===== src/rtl/fifo_ram_sdp.sv =====
// Simple dual-port storage for model_fifo_ext: synchronous write, asynchronous read.
// Contents are never reset; only the pointers in the parent give them meaning.
module fifo_ram_sdp #(
  parameter int WIDTH  = 8,
  parameter int WIDTHU = 4
) (
  input  logic              clk,
  input  logic              we,
  input  logic [WIDTHU-1:0] waddr,
  input  logic [WIDTH-1:0]  wdata,
  input  logic [WIDTHU-1:0] raddr,
  output logic [WIDTH-1:0]  rdata
);

  logic [WIDTH-1:0] mem [2**WIDTHU];

  always_ff @(posedge clk) begin
    if (we) mem[waddr] <= wdata;
  end

  assign rdata = mem[raddr];

endmodule


===== src/rtl/model_fifo_ext.sv =====
// Synchronous single-clock FIFO with look-ahead or registered read data,
// almost-full/almost-empty thresholds and sticky overflow/underflow flags.
module model_fifo_ext #(
  parameter int WIDTH        = 8,
  parameter int WIDTHU       = 4,
  parameter int SHOWAHEAD    = 1,
  parameter int AFULL_LEVEL  = 2**WIDTHU - 2,
  parameter int AEMPTY_LEVEL = 2
) (
  input  logic              clk,
  input  logic              rst_n,
  input  logic              sclr,
  input  logic              wrreq,
  input  logic [WIDTH-1:0]  data,
  input  logic              rdreq,
  output logic [WIDTH-1:0]  q,
  output logic              empty,
  output logic              full,
  output logic              almost_full,
  output logic              almost_empty,
  output logic [WIDTHU:0]   usedw,
  output logic              overflow,
  output logic              underflow
);

  localparam int DEPTH = 2**WIDTHU;
  localparam logic [WIDTHU:0]   DEPTH_CNT  = (WIDTHU+1)'(DEPTH);
  localparam logic [WIDTHU:0]   AFULL_CNT  = (WIDTHU+1)'(AFULL_LEVEL);
  localparam logic [WIDTHU:0]   AEMPTY_CNT = (WIDTHU+1)'(AEMPTY_LEVEL);
  localparam logic [WIDTHU:0]   CNT_ONE    = (WIDTHU+1)'(1);
  localparam logic [WIDTHU-1:0] PTR_ONE    = WIDTHU'(1);

  if (AFULL_LEVEL < 1 || AFULL_LEVEL > DEPTH) begin : g_bad_afull
    $error("model_fifo_ext: AFULL_LEVEL %0d outside 1..%0d", AFULL_LEVEL, DEPTH);
  end
  if (AEMPTY_LEVEL < 1 || AEMPTY_LEVEL > DEPTH) begin : g_bad_aempty
    $error("model_fifo_ext: AEMPTY_LEVEL %0d outside 1..%0d", AEMPTY_LEVEL, DEPTH);
  end

  logic [WIDTHU-1:0] rd_ptr;
  logic [WIDTHU-1:0] wr_ptr;
  logic [WIDTH-1:0]  rd_data;
  logic              rd_ok;
  logic              wr_ok;

  // Flags decode only registered state, so no request input reaches them.
  assign empty        = (usedw == '0);
  assign full         = (usedw == DEPTH_CNT);
  assign almost_full  = (usedw >= AFULL_CNT);
  assign almost_empty = (usedw < AEMPTY_CNT);

  // A full FIFO still accepts a write when a read frees a slot in the same cycle.
  assign rd_ok = rdreq && !empty;
  assign wr_ok = wrreq && (!full || rdreq);

  fifo_ram_sdp #(
    .WIDTH  (WIDTH),
    .WIDTHU (WIDTHU)
  ) u_ram (
    .clk   (clk),
    .we    (wr_ok && !sclr),
    .waddr (wr_ptr),
    .wdata (data),
    .raddr (rd_ptr),
    .rdata (rd_data)
  );

  always_ff @(posedge clk or negedge rst_n) begin
    if (!rst_n) begin
      rd_ptr    <= '0;
      wr_ptr    <= '0;
      usedw     <= '0;
      overflow  <= 1'b0;
      underflow <= 1'b0;
    end else if (sclr) begin
      rd_ptr    <= '0;
      wr_ptr    <= '0;
      usedw     <= '0;
      overflow  <= 1'b0;
      underflow <= 1'b0;
    end else begin
      if (wr_ok) wr_ptr <= wr_ptr + PTR_ONE;
      if (rd_ok) rd_ptr <= rd_ptr + PTR_ONE;
      case ({wr_ok, rd_ok})
        2'b10:   usedw <= usedw + CNT_ONE;
        2'b01:   usedw <= usedw - CNT_ONE;
        default: usedw <= usedw;
      endcase
      if (wrreq && full && !rdreq) overflow  <= 1'b1;
      if (rdreq && empty)          underflow <= 1'b1;
    end
  end

  if (SHOWAHEAD != 0) begin : g_lookahead
    assign q = rd_data;
  end else begin : g_registered
    always_ff @(posedge clk or negedge rst_n) begin
      if (!rst_n)     q <= '0;
      else if (sclr)  q <= '0;
      else if (rd_ok) q <= rd_data;
    end
  end

endmodule


===== config.mk =====
export PLATFORM = sky130hd
export DESIGN_NAME = model_fifo_ext
export DESIGN_NICKNAME = d
export VERILOG_FILES = /design/src/rtl/fifo_ram_sdp.sv /design/src/rtl/model_fifo_ext.sv
export SDC_FILE = /design/constraint.sdc
export NUM_CORES = 1
export LEC_CHECK = 0
export CORE_MARGIN = 3
export CORE_UTILIZATION = 59
export DETAILED_ROUTE_END_ITERATION = 16
export PLACE_DENSITY = 0.79
export RECOVER_POWER = 100
export SETUP_SLACK_MARGIN = 0.3
export SLEW_MARGIN = 20
export SYNTH_ARGS = -nofsm -noshare
export SYNTH_HDL_FRONTEND = slang
export SYNTH_SLANG_ARGS = --single-unit

===== constraint.sdc =====
create_clock -name clk -period 3.5 [get_ports clk]
set_input_delay 0.35 -clock clk [delete_from_list [all_inputs] [get_ports clk]]
set_output_delay 0.35 -clock clk [all_outputs]
set_load 0.05 [all_outputs]

## Word-level counts from Yosys, hierarchy flattened

Memories as Yosys holds them, arrays and structs flattened.
Cells that the tools add are included.

- Reductions and logical operators: 17
- Add/sub/neg operators: 4
- Equality and inequality tests: 3
- Mux-type cells: 12
- Order comparisons: 2

Operator list:

| kind | count |
|---|---|
| 2-to-1 mux 4 bit | 4 |
| case mux 5 bit (2 select lines) | 1 |
| adder 4 x 1 -> 4 bit, second input constant | 2 |
| nonzero test 2 bit | 4 |
| logical AND 1 bit | 6 |
| 2-to-1 mux 1 bit | 6 |
| adder 5 x 1 -> 5 bit, second input constant | 1 |
| == test 5 bit, second input constant | 1 |
| >= comparator 5 x 4 -> 1 bit, second input constant | 1 |
| logical NOT 5 bit | 1 |
| less-than comparator 5 x 2 -> 1 bit, second input constant | 1 |
| 2-to-1 mux 5 bit | 1 |
| subtractor 5 x 1 -> 5 bit, second input constant | 1 |
| logical NOT 1 bit | 4 |
| nonzero test 3 bit | 1 |
| == test 2 x 1 -> 1 bit, second input constant | 1 |
| == test 2 bit, second input constant | 1 |
| logical OR 1 bit | 1 |

- Output and inout bits: 19
- RAM bits: 128
- Bits of input ports: 13
- Memories kept: 1
- Register bits: 15
- Word-level logic and storage cells: 44

Memory list:

| name | words | bits a word | read ports | clocked after Yosys merged registers in | write ports | RTL line | text |
|---|---|---|---|---|---|---|---|
| u_ram.mem | 16 | 8 | 1 | 0 | 1 | fifo_ram_sdp.sv:15 | `logic [WIDTH-1:0] mem [2**WIDTHU];` |

## Longest topological paths before layout

Gate-level depths: netlist of the first run.

- Word-level depth: 7
- Mapped depth: 10

## By module

A second synthesis of the first run with hierarchy kept.

- Cell total of the unflattened synthesis: 328
- Area, all modules: 5,949.5 µm²

Modules (own cells, without submodules):

| module | sequential area each (µm²) | instances | area each (µm²) | cells an instance |
|---|---|---|---|---|
| fifo_ram_sdp | 3,843.7 | 1 | 4,987.3 | 221 |
| model_fifo_ext | 375.4 | 1 | 962.2 | 107 |

## Worst setup path before layout of the first run

No wires, ideal clock.

- Kind: flip-flop to flip-flop
- Start: register usedw[1]
- End: register usedw[4]
- Data arrival time: 2.858 ns
- Cell stages (with the launch flop): 11
- Data required time: 3.431 ns
- Clock period less this slack: 2.926 ns
- Setup time: 0.069 ns
- Buffers on the path: 1
- Path slack: 0.574 ns
- Path through: dfrtp_1 > buf_6 > or4_4 > o21ai_4 > inv_1 > ha_1 > or3b_2 > o22ai_1 > a22oi_1 > or4_1 > nand3_1

- Cells in the longest elaborated chain, start to end: 7
- Elaborated cells on any way between the ends: 14
- Classes of those cells: add/sub: 2; eq/ne: 3; mux: 2; reduce/logical: 7

RTL lines:

| element | RTL line | text |
|---|---|---|
| start: declaration | model_fifo_ext.sv:21 | `output logic [WIDTHU:0] usedw,` |
| start signal: assignment | model_fifo_ext.sv:85 | `2'b10: usedw <= usedw + CNT_ONE;` |
| start signal: assignment | model_fifo_ext.sv:86 | `2'b01: usedw <= usedw - CNT_ONE;` |
| start signal: assignment | model_fifo_ext.sv:87 | `default: usedw <= usedw;` |
| == test 5 bit | model_fifo_ext.sv:48 | `assign full = (usedw == DEPTH_CNT);` |
| logical NOT 1 bit | model_fifo_ext.sv:54 | `assign wr_ok = wrreq && (!full \|\| rdreq);` |
| logical OR 1 bit | model_fifo_ext.sv:54 |  |
| logical AND 1 bit | model_fifo_ext.sv:54 |  |
| == test 2 x 1 -> 1 bit or == test 2 bit (tied branches) | model_fifo_ext.sv:84 | `case ({wr_ok, rd_ok})` |
| case mux 5 bit (2 select lines) | model_fifo_ext.sv:84 |  |
| 2-to-1 mux 5 bit | model_fifo_ext.sv:75 | `end else if (sclr) begin` |

Several ways; a longest one is shown, not always the timed one.
A chain may end at the register's enable or synchronous reset.

## Final worst setup path of the first run

- Start: register rd_ptr[0]
- End: output q[0]

- Cells in the longest elaborated chain, start to end: 1

RTL lines:

| element | RTL line | text |
|---|---|---|
| start: declaration | model_fifo_ext.sv:40 | `logic [WIDTHU-1:0] rd_ptr;` |
| start signal: assignment | model_fifo_ext.sv:83 | `if (rd_ok) rd_ptr <= rd_ptr + PTR_ONE;` |
| memory read (16 x 8 bit) | n/a |  |
| end: declaration | model_fifo_ext.sv:16 | `output logic [WIDTH-1:0] q,` |

No other way between the ends.

==> impl_metrics.toml, run 1 <==
[run_status]
status = "completed"

[sta]
finalSetupTns_ns = 0
whs_ns = 0.324
finalCriticalPeriod_ns = 3.19
drv_slew = 0
period_share = 0.910
slew_headroom = 0.482
setup_ws_ns = 0.314
rsz0062_at_grt = "false"
tightest_slew_ns = 0.773
fmax_ghz = 0.314
finalHoldViolations = 0
setup_viol = 0
finClkSkew_ns = 0.00585

[setup_path]
critPathRequiredTime_ns = 3.15
r2r_start = "usedw[1]"
path_class = "register to output pin"
reg2reg_slack_ns = 0.58
r2r_cells = 9
worstReg2RegEnd = "usedw[4]"
endpoint_kind = "output pin"
worstPathArrival_ns = 2.84
worstSetupStartpointType = "register"
cp-endpoint = "q[0]"
cp_max_fo = 35
cp-startpoint = "rd_ptr[0]"

[die]
start_util = 0.619
die_x_microns = 106
die_area_sq_um = 11200
ios = 32
dieHeight_microns = 106
fp-row-count = 35
fp.coreArea_sq_um = 9460

[routing]
top_layer_used = "met4"
drt-met1-wl_microns = 4770
via_per_inst = 6.05
wl_met3_microns = 1050
drt_pass1_iterations = 5
wl_per_cell_microns = 24.4
totalWireLength_microns = 12400
detail-route-antenna-nets = 0
wl_met2_microns = 6320
route.detailed.drc = 0
drtIter0Drc = 246
vias = 3075

[clock_tree]
clock-root-buffer = "clkbuf_8"
cts_buffers = 17
clk_latency_ns = 0.51
tritoncts = "yes"
clkSinkCount = 143
path_clk_slew_ns = 0.06
htree_levels = 4
cts_buffer_depth = 2
ctsHoldBuffers = 0

[power]
power_density_nw_per_um2 = 737
p_leak_nw = 2.31
ir_worst_vdd_uv = 545

[layout]
layout_common_cells = "edfxtp_1, mux4_2, nor2_1"
layout.nets = 386
area_growth_pct = 18.4
layout_commonest_cell = "edfxtp_1"
drive_above_1_share = 0.211
fin_area_sq_um = 6930
diodes = 0
final_core_util = 0.733

[global_route]
grt_use_total = 0.243
antenna_found_initial = 0
grt_pass1_vias = 3305
grt_pass1_wl_microns = 19300
grt_max_degree = 36
gr-total-overflow = 0

[logic_synthesis]
synth_seq_area_share = 0.721
synth_edf_count = 128
synthCells = 310
synth-warning-count = 0
syn_area_per_cell_sq_um = 18.9
synth_cell_type_count = 35
synthArstFlopShare = 0.105
ys_seq_elements = 143
syn-num-nets = 330
ys.flop_type = "edfxtp_1"
syn_area_sq_um = 5860

[placed_design]
place_ws_ns = 0.531
detailed_place_hpwl_microns = 6750
port_buffers = 31
place_area_sq_um = 6430
gp_congestion = 0.779

[run]
max_cap_viol_count = 0

[min_path]
hold_class = "input pin to async pin"
==> Yosys cell counts (2+ instances only) <==
cell type	count	area share
a21oi_1	6	0.0051
buf_1	2	0.0013
buf_2	6	0.0051
clkbuf_1	8	0.0051
dfrtp_1	15	0.064
edfxtp_1	128	0.66
ha_1	7	0.015
inv_1	7	0.0045
mux4_2	40	0.15
nand2_1	16	0.010
nand3_1	7	0.0060
nand3b_1	3	0.0038
nor2_1	30	0.019
nor4_1	2	0.0021
o21ai_0	4	0.0034
o31a_1	2	0.0030
or3_1	2	0.0021
or4_1	2	0.0026
xnor2_1	4	0.0060
xor2_1	4	0.0060
==> where the power goes <==
group,switching (mW),internal (mW),total [mW]
Combinational,0.761,0.515,1.28
Sequential,0.0761,1.92,1.99
Clock,0.685,1.16,1.84
==> sequential cells by signal (all words and copies together), names as in the netlist <==
name       count
wr_ptr         4
rd_ptr         4
u_ram.mem    128
overflow       1
underflow      1
usedw          5
==> final cells by class <==
| class | count | area (sq um) |
|---|---|---|
| clock buffer | 18 | 418 |
| clock inverter | 14 | 190 |
| fill | 591 | 2530 |
| inverter | 7 | 26.3 |
| multi-input combinational | 143 | 1510 |
| sequential | 143 | 4220 |
| tap | 129 | 161 |
| timing repair buffer | 54 | 402 |
==> kinds of logic after synthesis <==
| logic type | after synthesis | synth area share |
|---|---|---|
| and+or+nand+nor | 69 | 0.0556 |
| adders and majority gates | 7 | 0.0150 |
| DFF | 143 | 0.721 |
| xor gates and xnor gates | 8 | 0.0120 |
| AOI/OAI and AO/OA | 17 | 0.0216 |
| buffers and inverters | 24 | 0.0180 |
| muxes | 42 | 0.157 |
==> routing by layer <==
layer	up-vias	track usage
li1	1344	-
met5	-	0
met1	1568	0.336
met3	16	0.0557
met4	0	0.102
met2	147	0.378
==> metrics by stage <==
step	std cells	power (mW)
final	508	5.11
after global routing	508	5.29
after CTS	508	5.20
after detailed placement	476	3.38
after global placement	476	3.37
after floorplan	310	3.02
==> worst min-delay path by stage <==
stage                         start        end  slack (ns)
final                         rst_n   usedw[0]        0.32
after global placement     overflow   overflow        0.49
after floorplan               rst_n   overflow        0.05
after CTS                     rst_n   usedw[1]        0.27
after detailed placement  underflow  underflow        0.50
after global routing          rst_n   usedw[0]        0.34
==> worst max-delay path, cell delays in order, from the launching register on <==
cell,delay [ns]
dfrtp_2,0.36
buf_6,0.40
mux4_2,0.59
mux4_2,0.50
dlygate4sd2_1,0.45
==> repair_timing <==
| action | in CTS | in global routing |
|---|---|---|
| buffers inserted | 0 | 0 |
| setup endpoints to repair | 8 | 0 |
| gates resized for setup | 8 | 0 |
Note: power is estimated with default switching activity, not from simulation.
==> run 2: changes to the inputs <==
--- a/config.mk
+++ b/config.mk
@@ -5,6 +5,7 @@
 export SDC_FILE = /design/constraint.sdc
 export NUM_CORES = 1
 export LEC_CHECK = 0
+export ABC_AREA = 1
 export CORE_MARGIN = 3
 export CORE_UTILIZATION = 59
 export DETAILED_ROUTE_END_ITERATION = 16
==> run 2 against run 1 <==
Against the previous run:
- utilization is 2.4 points lower
- register-to-register slack better by 0.27 ns
- worst setup slack better by 0.080 ns
- sequential share of layout area fell by 0.53 points
- hold slack gained 0.0097 ns
- clock-buffer cell count did not move
- combinational power increased by 43%
- cell count is 32% higher
- clock power decreased by 2%
- sequential power about the same
- critical path depth up 3
- final area up 0.88%
- highest routed layer unchanged
==> impl_metrics.toml, run 2 <==
[die]
die_area_sq_um = 11400
start_util = 0.610
dieHeight_microns = 107
fp-row-count = 36
die_x_microns = 107
fp.coreArea_sq_um = 9860
ios = 32

[setup_path]
worstSetupStartpointType = "register"
endpoint_kind = "output pin"
worstPathArrival_ns = 2.76
path_class = "register to output pin"
critPathRequiredTime_ns = 3.15
cp_max_fo = 36

[routing]
via_per_inst = 6.20
vias = 4164
route.detailed.drc = 0
drt_pass1_iterations = 8
totalWireLength_microns = 13900
detail-route-antenna-nets = 0
drtIter0Drc = 414
wl_per_cell_microns = 20.7

[global_route]
gr-total-overflow = 0
grt_use_total = 0.258
grt_max_degree = 37
antenna_found_initial = 0
grt_pass1_wl_microns = 21900
grt_pass1_vias = 4056

[clock_tree]
tritoncts = "yes"
htree_levels = 4
postCtsResizedCells = 5
cts_setup_buffers = 0
path_clk_slew_ns = 0.06
cts_buffers = 17
ctsHoldBuffers = 0
clkSinkCount = 143
clock-root-buffer = "clkbuf_8"
cts_buffer_depth = 2
clk_latency_ns = 0.51

[sta]
tightest_slew_ns = 1.11
setup_viol = 0
finalSetupTns_ns = 0
period_share = 0.887
finalHoldViolations = 0
slew_headroom = 0.260
setup_ws_ns = 0.394
drv_slew = 0
rsz0062_at_grt = "false"
finClkSkew_ns = 0.00732
finalCriticalPeriod_ns = 3.11
fmax_ghz = 0.322

[logic_synthesis]
synthCells = 491
ys_seq_elements = 143
ys.flop_type = "edfxtp_1"
synth-warning-count = 0
yosysMostFrequentCell = "edfxtp_1"
syn-num-nets = 511
synthArstFlopShare = 0.105
synthTopCellsByArea = "edfxtp_1, dfrtp_1, o21ai_0, nor2_1, o221ai_1"
synth_top_area_frac = 0.639
syn_area_sq_um = 6020
ys_top_cells_by_count = "edfxtp_1, nor2_1, o21ai_0"
synth_edf_count = 128
synth_cell_type_count = 38
syn_area_per_cell_sq_um = 12.3
synth_seq_area_share = 0.701
synth_area_leader_cell = "edfxtp_1"

[power]
pwr-share-comb = 0.325
p_sw_frac = 0.374
switchingPower_mw = 2.10
internal_power_mw = 3.52
p_leak_nw = 2.48
total_power_mw = 5.62
p_seq_frac = 0.354
clkPwrFrac = 0.321
ir_worst_vdd_uv = 690
power_density_nw_per_um2 = 804

[layout]
area_growth_pct = 16.2
diodes = 0
largest_reg_flops = 128
layout_commonest_cell = "edfxtp_1"
layout.nets = 547
top_regs = "u_ram.mem (128), usedw (5)"
layout_common_cells = "edfxtp_1, nor2_1, o21ai_0"
drive_above_1_share = 0.0909
regMostFlops = "u_ram.mem"

[placed_design]
port_buffers = 31
place_ws_ns = 0.747
detailed_place_hpwl_microns = 8600
gp_congestion = 0.879

[min_path]
hold_class = "input pin to async pin"

[run_status]
status = "completed"

[run]
max_cap_viol_count = 0
run 2: cell count changes after synthesis, moves of 13 or more:
cell      change
nor2_1       +60
nand2_1      +25
o221ai_1     +25
mux4_2       -40
o21ai_0      +65
inv_1        +13
run 2: critical path, stage by stage, from the launching register on:
cell      delay, ns
dfrtp_2        0.55
inv_2          0.28
buf_12         0.24
o21ai_0        0.10
o221ai_1       0.35
nand3_1        0.14
nand2_1        0.10
clkbuf_1       0.47
run 2: kinds of logic after synthesis:
| family | after synthesis | synth area share |
|---|---|---|
| simple gates | 166 | 0.120 |
| buf+inv | 52 | 0.0370 |
| xor+xnor | 2 | 0.00291 |
| compound gates | 121 | 0.124 |
| flops | 143 | 0.701 |
| fa+ha+maj | 7 | 0.0146 |
run 2: worst paths after layout:
| check | startpoint | endpoint | slack, ns | depth (start not counted) |
|---|---|---|---|---|
| hold / removal | rst_n | wr_ptr[0] | 0.33 | 1 |
| setup reg to reg | usedw[2] | u_ram.mem[6][0] | 0.85 | 6 |
| max in group asynchronous | rst_n | rd_ptr[0] | 2.66 | 1 |
| hold reg to reg | overflow | overflow | 0.50 | 2 |
| min in group clk | wrreq | overflow | 0.48 | 3 |
| setup / recovery | rd_ptr[0] | q[0] | 0.39 | 7 |
run 2: area by class of cell:
cell class | instances | area (sq um)
multi-input cells | 296 | 1530
flip-flops and latches | 143 | 4220
repair buffers | 43 | 380
clock inverters | 13 | 179
clock buffers | 18 | 418
well taps | 133 | 166
fillers | 653 | 2870
inverters | 26 | 97.6
run 2: metal layers:
layer	track usage	routed length (microns)
met5	0	0
met4	0.111	486
met2	0.393	6520
met3	0.0554	1360
met1	0.365	5560
run 2: power by group through the flow:
stage          Sequential [mW]  Clock, mW  Combinational (mW)
3_5_place_dp              2.03          0                1.89
4_1_cts                   2.00       1.82                1.88
3_3_place_gp              2.03          0                1.84
5_1_grt                   2.00       1.90                1.97
6_report                  1.99       1.80                1.83
2_1_floorplan             2.09          0                1.26
run 2: through the flow:
step	hold WS, ns	utilization	cell area (sq um)	cells
final	0.334	0.709	6990	672
after global routing	0.359	0.709	6990	672
after CTS	0.274	0.715	7060	672
after detailed placement	0.496	0.656	6470	641
after global placement	0.489	0.656	6470	641
after floorplan	0.0544	-	6020	491
==> run 3: changes to the inputs <==
--- a/config.mk
+++ b/config.mk
@@ -6,6 +6,7 @@
 export NUM_CORES = 1
 export LEC_CHECK = 0
 export ABC_AREA = 1
+export CAP_MARGIN = 10
 export CORE_MARGIN = 3
 export CORE_UTILIZATION = 59
 export DETAILED_ROUTE_END_ITERATION = 16
==> results of run 3 <==
The final DEF is identical to that of run 2; final timing and power are the same.
